--- config.mk ---
export PLATFORM = sky130hd
export DESIGN_NAME = alu_arb
export DESIGN_NICKNAME = d
export VERILOG_FILES = /design/src/rtl/alu_arb.sv
export SDC_FILE = /design/constraint.sdc
export NUM_CORES = 1
export LEC_CHECK = 0
export BUFFER_PORTS_ARGS = -buffer_cell sky130_fd_sc_hd__buf_2
export CAP_MARGIN = 15
export CORE_ASPECT_RATIO = 0.9
export CORE_MARGIN = 8
export CORE_UTILIZATION = 40
export DETAILED_ROUTE_END_ITERATION = 8
export PLACE_DENSITY_LB_ADDON = 0.15
export SLEW_MARGIN = 20
export SYNTH_ARGS = -nofsm -noshare
export SYNTH_HDL_FRONTEND = slang
export SYNTH_SLANG_ARGS = --single-unit
export TNS_END_PERCENT = 10
--- constraint.sdc ---
create_clock -name clk -period 1.9 [get_ports clk]
set_clock_uncertainty 0.1 [all_clocks]
set_input_delay 0 -clock clk [delete_from_list [all_inputs] [get_ports clk]]
set_output_delay 0 -clock clk [all_outputs]
set_load 0.02 [all_outputs]
--- src/rtl/alu_arb.sv ---
// alu_arb: two-port round-robin arbiter in front of the shared multi-cycle ALU.
// Requester 0 is the operand pass, requester 1 the branch/jump address pass.
// The winner's operands are latched into the alu_* registers and held for the
// whole operation. The result comes back with a one-cycle done pulse. An
// operation is aborted by a pipeline flush or when the ALU does not ack within
// TIMEOUT cycles.
//
// Ports:
//   clk, rst (sync, active-low), flush
//   reqN_valid/op/opr1/opr2/c   request N (N = 0, 1), held until reqN_ready
//   reqN_ready/done/err         one-cycle pulses: accepted / result valid / timed out
//   res                         last completed result
//   busy, owner                 operation in flight / current or last grantee
//   alu_run/op/opr1/opr2/c      registered ALU command
//   alu_ans, alu_ack            ALU result and level completion flag
module alu_arb #(
  parameter int REG_SZ  = 32,
  parameter int TIMEOUT = 16,
  parameter int ALUOP_L = 4
) (
  input  logic               clk,
  input  logic               rst,
  input  logic               flush,
  input  logic               req0_valid,
  input  logic [ALUOP_L-1:0] req0_op,
  input  logic [REG_SZ-1:0]  req0_opr1,
  input  logic [REG_SZ-1:0]  req0_opr2,
  input  logic               req0_c,
  output logic               req0_ready,
  output logic               req0_done,
  output logic               req0_err,
  input  logic               req1_valid,
  input  logic [ALUOP_L-1:0] req1_op,
  input  logic [REG_SZ-1:0]  req1_opr1,
  input  logic [REG_SZ-1:0]  req1_opr2,
  input  logic               req1_c,
  output logic               req1_ready,
  output logic               req1_done,
  output logic               req1_err,
  output logic [REG_SZ-1:0]  res,
  output logic               busy,
  output logic               owner,
  output logic               alu_run,
  output logic [ALUOP_L-1:0] alu_op,
  output logic [REG_SZ-1:0]  alu_opr1,
  output logic [REG_SZ-1:0]  alu_opr2,
  output logic               alu_c,
  input  logic [REG_SZ-1:0]  alu_ans,
  input  logic               alu_ack
);

  typedef enum logic {IDLE, RUN} state_t;

  state_t             state;
  logic               last;
  logic [7:0]         cnt;
  logic               ack_q;

  logic               grant_vld;
  logic               grant_idx;
  logic [ALUOP_L-1:0] win_op;
  logic [REG_SZ-1:0]  win_opr1;
  logic [REG_SZ-1:0]  win_opr2;
  logic               win_c;
  logic               ack_edge;
  logic               timeout_hit;

  // Cycle counter in RUN; it never wraps back to zero.
  function automatic logic [7:0] sat_inc(input logic [7:0] v);
    return (v == 8'hFF) ? v : v + 8'd1;
  endfunction

  // Arbitration: a lone request wins; on contention the one not granted last wins.
  always_comb begin
    grant_vld   = !flush && (req0_valid || req1_valid);
    grant_idx   = (req0_valid && req1_valid) ? ~last : req1_valid;
    win_op      = grant_idx ? req1_op   : req0_op;
    win_opr1    = grant_idx ? req1_opr1 : req0_opr1;
    win_opr2    = grant_idx ? req1_opr2 : req0_opr2;
    win_c       = grant_idx ? req1_c    : req0_c;
    // Only a rising ack completes; a level left over from an earlier op does not.
    ack_edge    = alu_ack && !ack_q;
    timeout_hit = (cnt == 8'(TIMEOUT - 1));
  end

  always_ff @(posedge clk) begin
    if (!rst) begin
      state      <= IDLE;
      last       <= 1'b1;
      cnt        <= '0;
      ack_q      <= 1'b0;
      owner      <= 1'b0;
      busy       <= 1'b0;
      alu_run    <= 1'b0;
      alu_op     <= '0;
      alu_opr1   <= '0;
      alu_opr2   <= '0;
      alu_c      <= 1'b0;
      res        <= '0;
      req0_ready <= 1'b0;
      req1_ready <= 1'b0;
      req0_done  <= 1'b0;
      req1_done  <= 1'b0;
      req0_err   <= 1'b0;
      req1_err   <= 1'b0;
    end else begin
      ack_q      <= alu_ack;
      req0_ready <= 1'b0;
      req1_ready <= 1'b0;
      req0_done  <= 1'b0;
      req1_done  <= 1'b0;
      req0_err   <= 1'b0;
      req1_err   <= 1'b0;
      case (state)
        IDLE: begin
          if (grant_vld) begin
            alu_op     <= win_op;
            alu_opr1   <= win_opr1;
            alu_opr2   <= win_opr2;
            alu_c      <= win_c;
            alu_run    <= 1'b1;
            busy       <= 1'b1;
            owner      <= grant_idx;
            last       <= grant_idx;
            cnt        <= '0;
            req0_ready <= !grant_idx;
            req1_ready <= grant_idx;
            state      <= RUN;
          end
        end
        RUN: begin
          // Priority: flush, then completion, then timeout.
          if (flush) begin
            alu_run <= 1'b0;
            busy    <= 1'b0;
            state   <= IDLE;
          end else if (ack_edge) begin
            res       <= alu_ans;
            req0_done <= !owner;
            req1_done <= owner;
            alu_run   <= 1'b0;
            busy      <= 1'b0;
            state     <= IDLE;
          end else if (timeout_hit) begin
            req0_err <= !owner;
            req1_err <= owner;
            alu_run  <= 1'b0;
            busy     <= 1'b0;
            state    <= IDLE;
          end else begin
            cnt <= sat_inc(cnt);
          end
        end
        default: state <= IDLE;
      endcase
    end
  end

endmodule
==> results of run 1 <==
[worst max path at each step]
stage | startpoint | end | slack [ns] | cells past startpoint
6_report | last | alu_opr2[18] | 0.03 | 5
5_1_grt | last | alu_opr2[18] | -0.02 | 5
4_1_cts | last | alu_opr1[9] | 0.07 | 5
3_5_place_dp | cnt[7] | cnt[3] | 0.09 | 4
3_3_place_gp | cnt[7] | cnt[3] | 0.13 | 4
2_1_floorplan | cnt[0] | cnt[6] | 0.12 | 5
[power by group]
part	internal [mW]	leakage (nW)	switching, mW
registers	2.67	0.984	0.0860
clock network	1.88	0.271	1.08
logic	0.722	2.85	0.749
[metrics by stage]
stage | setup slack (ns) | util, %
2_1_floorplan | 0.1165 | -
3_3_place_gp | 0.1338 | 54.69
3_5_place_dp | 0.08949 | 54.69
4_1_cts | 0.07143 | 73.75
5_1_grt | -0.01640 | 74.22
6_report | 0.02740 | 74.35
[synthesized netlist by cell type (all sizes together)]
master  number  area (µm²)
ha           1       12.51
o21ai        3       15.01
or4          4       35.03
nand4        1       6.260
nor3         2       10.01
a21oi       37       185.2
or3          1       6.260
o32ai        1       8.760
nor4         1       6.260
clkbuf      20       75.07
nand2b       1       6.260
inv          3       11.26
a221oi       1       26.28
and3         2       12.51
nand3b       1       7.510
a22oi        2       15.01
buf         25       125.1
a21boi       1       7.510
nand3        8       40.04
dfxtp      120        2402
a311oi       1       15.01
or2          2       12.51
nor2b        2       12.51
a211oi      69       518.0
o211ai       2       15.01
or2b         1       7.510
mux2i       70       700.7
nand2       79       296.5
a31oi        2       12.51
nor2        79       299.0
and2b        1       7.510
o32a         1       10.01
o211a        1       10.01
o31ai        2       15.01
and2         4       25.02
[routing by layer]
layer / vias up / wire length, µm / track usage, %
li1: 2870 / - / -
met1: 2722 / 7973 / 26.74
met2: 388 / 10190 / 40.70
met3: 82 / 2198 / 10.37
met4: 0 / 956 / 15.28
met5: - / 0 / 0
[cell families (layout without fill, tap and decap cells)]
kind of cell / Yosys count / count (layout) / synth area share (%)
compound gates: 123 / 123 / 17.17
fa+ha+maj: 1 / 1 / 0.2517
buf+inv: 48 / 516 / 4.253
flops: 120 / 120 / 48.33
mux: 70 / 70 / 14.10
other cells: 0 / 10 / 0
simple gates: 189 / 189 / 15.91
[flip-flops by register name, indices dropped and copies added, names as in the netlist]
register / flops
req0_done: 1
req1_done: 1
req0_err: 1
owner: 1
req0_ready: 1
alu_opr1: 32
cnt: 8
req1_err: 1
res: 32
ack_q: 1
alu_run: 1
state: 1
alu_op: 4
alu_opr2: 32
req1_ready: 1
alu_c: 1
last: 1
[worst max-delay path, stage by stage, from the launching register on]
cell	delay [ns]
dfxtp_1	0.33
a21boi_4	0.15
buf_12	0.18
mux2i_1	0.25
dlygate4sd3_1	0.63
a211oi_2	0.09
[final cells by class]
class	instances	area share, %
diodes	10	0.2787
clock buffers	22	5.281
clock inverters	9	0.8361
inverters	3	0.1394
multi-input cells	383	26.55
flip-flops and latches	120	26.76
well taps	160	2.230
repair buffers	482	37.93
[repair_timing]
item                                   4_1_cts  5_1_grt
endpoints found under the hold margin      116        0
hold buffers                               175        0
setup endpoints to repair                    0        6
setup buffers                                0        5
gates resized for setup                      0        2
==> impl_summary.md, run 1 <==
Run status
The flow ran to the end, and the final reports show no timing, DRC or antenna violations.

Place
During placement, the flow inserted port buffers numbering 285. The placed cell area is between 6000 and 7000 µm². The sum of net half-perimeters after detailed placement is 12.14 mm.

At the end of routability-driven placement, the weighted congestion stood at roughly 0.83. The cell count after placement is between 900 and 1k.

Route
The count of vias placed by the detailed router is 6062. After detailed routing, the average wire length per cell comes to 17.93 µm. For this run, design rule violations remaining after detail routing come to 0. The detailed-routing iteration count for the pre-antenna-repair pass is 5. The first routing iteration left 363 violations. The post-detailed-route count of antenna-violating nets is 0. In the routed layout, each cell is associated on average with a via count of approximately 5. The total routed wirelength is ~21 mm.

STA
The total count of hold-check failures in the final report was 0. The slew at the pin closest to its max-slew limit is around 0.63 ns. The final critical path time including I/O delays and setup is 1.873 ns. The max-slew violation total from the final report is 0. The setup TNS is 0 ns. Based on the critical path, the design can be clocked at up to 0.5340 GHz. Headroom to the max-slew limit came out at 57.88%. The count of final setup violators is 0. The worst hold slack is 0.04695 ns. The post-route clock period utilization is 98.56%.

Synth
The Yosys step of the flow raised 0 warnings. The synthesized netlist occupies a cell area of 4971 µm². The post-synthesis average cell area is 9.022 µm². The net count after synthesis is around 730. The synthesized design contains 120 register bits. Of the synthesized area, sequential elements account for 48.33%. The gate count of the mapped netlist is ~550. In this run, distinct cell masters in the synthesized netlist total 41.

Global routing
Entering global routing, the biggest net connects 56 pins. The via count of the first global-routing pass was 6308. Global routing used 24.92% of the available tracks across all layers. The number of antenna violations at the first check in global routing came to 4. After global routing the overflow that remains totals 0. The wire length of the first global-routing pass is 32.58 mm.

Pwr
Power spread over the standard cell area amounts to 799.9 nW/µm². IR analysis of the VDD net gives a maximum drop of 0.0005122 V. The total chip power is 7.182 mW. In this run the static leakage power is 4.102 nW.

Worst hold path
The classification of the worst-slack hold path is in -> reg. In this run the most critical hold path is launched from req1_valid. Counting instances, the worst hold path has a depth of 4. The endpoint of the worst hold path is req0_ready.

Clock tree
The TritonCTS buffer count is 17. The insertion delay to the later sink of the worst-skew pair is about 0.40 ns. After clock tree synthesis, the clock-pin slew on the worst setup and hold paths is 0.05 ns. TritonCTS built the clock tree. The cell at the root of the clock tree is clkbuf_16. The number of buffers on the longest clock path is 2. The clock net in this run drives a total of 120 sinks. The number of levels in the clock H-tree is 4.

Setup path
For the worst flop-to-flop path, the logic depth is 5. The critical path is of the reg -> reg type. The worst setup path is launched from a flop. The startpoint identified for the worst register-to-register timing path is last.

Of all nets on the critical path, the largest fanout is 17. The endpoint of the lowest-slack register-to-register path is alu_opr2[18]. The type of destination of the critical path is a flop. The critical path data required time is 2.06 ns. The worst-case register-to-register setup slack is around 0.027 ns.

For the worst setup path, the data arrival time is 2.04 ns.

Final layout
The area of combinational cells with multiple inputs is approximately 2400 µm². The growth of design area from synthesis to finish is 80.62%. The final-layout fill cell count is 794. In the final layout, flip-flops and latches occupy about 2400 µm².

In the final layout, the share of cells above drive strength 1 is 34.25%. In the layout the commonest cells are buf_2, dlygate4sd3_1, dfxtp_1, nand2_1, nor2_1. The number of standard cells in the final layout excluding fillers is 1189.

The final standard cell area without fillers is 8979 µm². Leaving out fill and tap cells, the most frequent cell in the layout is buf_2. For this run, the post-layout net count is 1184.

Floorplan
The die is approximately 120 µm tall. The starting density of the core is 41.16%. The die covers 16260 µm². The area of the core region is 12080 µm². Measured along the x axis, the die boundary spans 133.5 µm. The standard-cell row count is 38.

The I/O pin total is 286.

Flow run
The max-capacitance violation count is 0.
Power figures use the tool's default switching activity.
==> run 2: changes to the inputs <==
--- a/config.mk
+++ b/config.mk
@@ -7,8 +7,6 @@
 export LEC_CHECK = 0
 export BUFFER_PORTS_ARGS = -buffer_cell sky130_fd_sc_hd__buf_2
 export CAP_MARGIN = 15
-export CORE_ASPECT_RATIO = 0.9
-export CORE_MARGIN = 8
 export CORE_UTILIZATION = 40
 export DETAILED_ROUTE_END_ITERATION = 8
 export PLACE_DENSITY_LB_ADDON = 0.15
==> run 2 against run 1 <==
Wire length is 12% lower. Fmax is 1.6% higher. Clock-buffer cell count is 1 lower. Cell area is 0.54% lower. First-iteration DRC count is 26% higher. Global-route usage is 3.6 points higher. Critical endpoint is now cnt[3].
==> impl_summary.md, run 2 (synthesis results as in run 1) <==
Run status
Outcome: finished, final reports clean (unchanged).

Clock tree
The setup fix buffers added after clock tree synthesis is 0 (unchanged). The cell at the root of the clock tree is clkbuf_16 (unchanged). The number of buffers on the longest clock path came to 2 (unchanged). The clock sink count is 120 (unchanged). The number of levels in the clock H-tree is 4 (unchanged).

The CTS tree was yes (unchanged). The TritonCTS buffer count is 17 (unchanged). The clock slew at the register clock pins of the worst setup and hold paths is 0.05 ns (about the same).

The insertion delay to the later sink of the worst-skew pair was 0.40 ns (about the same).

Global routing
The final global-route overflow total is 0 (unchanged). The largest net degree at the start of global routing came to 64 (was 56). The global routing usage summed across all routing layers is 28.50% (was 24.92%). The via count of the first global-routing pass was 5967 (was 6308). The wire length of the first global-routing pass came to 28.70 mm (was 32.58 mm). The number of antenna violations at the first check in global routing came to 1 (was 4).

Route
The via density per instance is 5.065 (was 5.098). The topmost layer with routed signal wires is met4 (unchanged). The number of design rule violations left after detail routing was 0 (unchanged). The post-detailed-route count of antenna-violating nets is 0 (unchanged).

The detailed-routing iteration count for the pre-antenna-repair pass is 4 (was 5). The sum of met3 wire segment lengths after detailed routing was 1.447 mm (was 2.198 mm). The count of vias placed by the detailed router is 5977 (was 6062). The count of routing violations after the opening detailed-route iteration is 459 (was 363). The average routed wire per standard cell was 15.83 µm (was 17.93 µm). The total routed wirelength is 18.68 mm (was 21.32 mm). The detailed-routing wirelength on met1 is 7.026 mm (was 7.973 mm).

The met2 wire length came to 9.155 mm (was 10.19 mm).

STA
The count of final setup violators is 0 (unchanged). The max-slew violation total from the final report is 0 (unchanged). Setup repair after global routing could not meet its margin everywhere. The maximum clock rate came to 0.5425 GHz (was 0.5340 GHz). The slack of the critical path is 0.05664 ns (was 0.02740 ns). The slew at the pin closest to its max-slew limit came to 0.5276 ns (was 0.6318 ns).

The final critical path time including I/O delays and setup is 1.843 ns (was 1.873 ns). The relative slew slack was 64.83% (was 57.88%). The total count of hold-check failures in the final report is 0 (unchanged). The post-route clock period utilization came to 97.02% (was 98.56%).

Worst hold path
The start point of the worst min-delay path is req1_valid (unchanged). The endpoint of the worst hold path was owner (was req0_ready). The worst hold path stage count is 5 (was 4). The classification of the worst-slack hold path was in -> reg (unchanged).

Final layout
The final core area utilization is 74.04% (was 74.35%). Leading cell types in the layout, fill and taps excluded: buf_2, dlygate4sd3_1, dfxtp_1, nand2_1, nor2_1 (unchanged). The proportion of layout cells with a drive suffix above 1 is 33.89% (was 34.25%).

The growth of design area from synthesis to finish is 79.64% (was 80.62%). The post-layout net count is 1178 (was 1184). The final-layout fill cell count came to 800 (was 794).

The most common library cell in the layout ignoring fill and taps was buf_2 (unchanged). Largest registers: alu_opr1: 32 flops, alu_opr2: 32 flops, res: 32 flops (unchanged). The antenna diode count came to 0 (was 10).

Floorplan
The I/O pin total is 286 (unchanged). The starting density of the core was 41.21% (was 41.16%). The height of the die is 113.5 µm (was 121.8 µm).

The area of the core region is 12060 µm² (was 12080 µm²). The floorplan die area is 12880 µm² (was 16260 µm²). The standard-cell row count was 40 (was 38). The horizontal die dimension was 113.5 µm (was 133.5 µm).

Setup path
The worst reg2reg path depth is 4 (was 5). The start-to-end type of the worst setup path is reg -> reg (unchanged). The category of the worst setup path launch point was a flop (unchanged). The count of buffering cells on the critical path with inverters included was 0 (was 2). The library cell contributing the largest single delay on the critical path is or4_4 (was dlygate4sd3_1). The family with the most delay on the worst path was simple AND/OR/NAND/NOR gates (was buffers and inverters). The endpoint of the lowest-slack register-to-register path is cnt[3] (was alu_opr2[18]).

The worst-path maximum fanout is 8 (was 17). The largest incremental delay on the critical path is 0.57 ns (was 0.63 ns). The critical path data required time is 2.12 ns (was 2.06 ns). The worst-case register-to-register setup slack is 0.06 ns (was 0.03 ns). Crit-path cells: or4_4, a221oi_4, nor2_2, a311oi_2 (was a21boi_4, buf_12, mux2i_1, dlygate4sd3_1, a211oi_2). The type of destination of the critical path was a flop (unchanged). The signal arrival time at the worst endpoint is 2.06 ns (was 2.04 ns). The origin of the critical flop-to-flop path is cnt[4] (was last).

Place
The sum of net half-perimeters after detailed placement is 10.59 mm (was 12.14 mm). The count of port buffers added during placement is 285 (unchanged). The pre-CTS setup slack is 0.08535 ns (was 0.08949 ns). The weighted congestion at the end of routability-driven global placement is 0.8586 (was 0.8286).

Pwr
The leakage component of the power is 4.078 nW (was 4.102 nW). The largest voltage drop on the vdd net is 0.0007013 V (was 0.0005122 V). The power density over the cells is 816.2 nW/µm² (was 799.9 nW/µm²).

Flow run
The max-capacitance violation count is 0 (unchanged).
==> run 2: worst max path at each step <==
stage / start / endpoint / slack [ns] / cells after the start
after floorplan: cnt[0] / cnt[6] / 0.12 / 5
after detailed placement: cnt[4] / cnt[3] / 0.09 / 4
after global placement: cnt[4] / cnt[3] / 0.15 / 4
final: cnt[4] / cnt[3] / 0.06 / 4
after CTS: last / alu_opr1[9] / 0.08 / 5
after global routing: cnt[4] / cnt[3] / -0.02 / 4
==> run 2: area by class of cell <==
type	count	area (µm²)	share of cell area, %
multi-input cells	383	2376	26.61
inverters	3	12.51	0.1401
flip-flops and latches	120	2402	26.90
well taps	168	210.2	2.354
repair buffers	476	3358	37.61
clock buffers	21	470.5	5.268
clock inverters	9	100.1	1.121
==> run 2: what timing repair did <==
action | in CTS | in global routing
resized for setup | 0 | 1
endpoints found under the setup margin | 0 | 17
hold endpoints to repair | 115 | 0
hold buffers | 174 | 0
==> run 2: per-layer routing <==
layer / GRT usage, % / up-vias
met5: 0 / -
met4: 19.74 / 0
met3: 9.617 / 100
met2: 49.19 / 318
met1: 29.15 / 2702
li1: - / 2857
==> run 2: where the power goes <==
group | internal, mW | switching (mW)
Clock | 2.01 | 1.08
Sequential | 2.67 | 0.0839
Combinational | 0.714 | 0.736
Total | 5.39 | 1.90
==> run 2: worst reg2reg max path: cells and delay by family, from the launching register on <==
family	cells	cell delay [ns]
compound gates	2	0.59
flops	1	0.38
simple gates	2	0.69
==> run 2: stage by stage <==
stage	instance area, µm²	power (mW)	hold slack [ns]	TNS [ns]	cells
after detailed placement	6615	3.908	0.1274	0	976
after floorplan	4971	3.443	0.02171	0	551
after global placement	6615	3.885	0.1233	0	976
final	8930	7.288	0.1107	0	1180
after global routing	8930	7.574	0.1445	-0.01731	1180
after CTS	8927	7.281	0.1080	0	1180
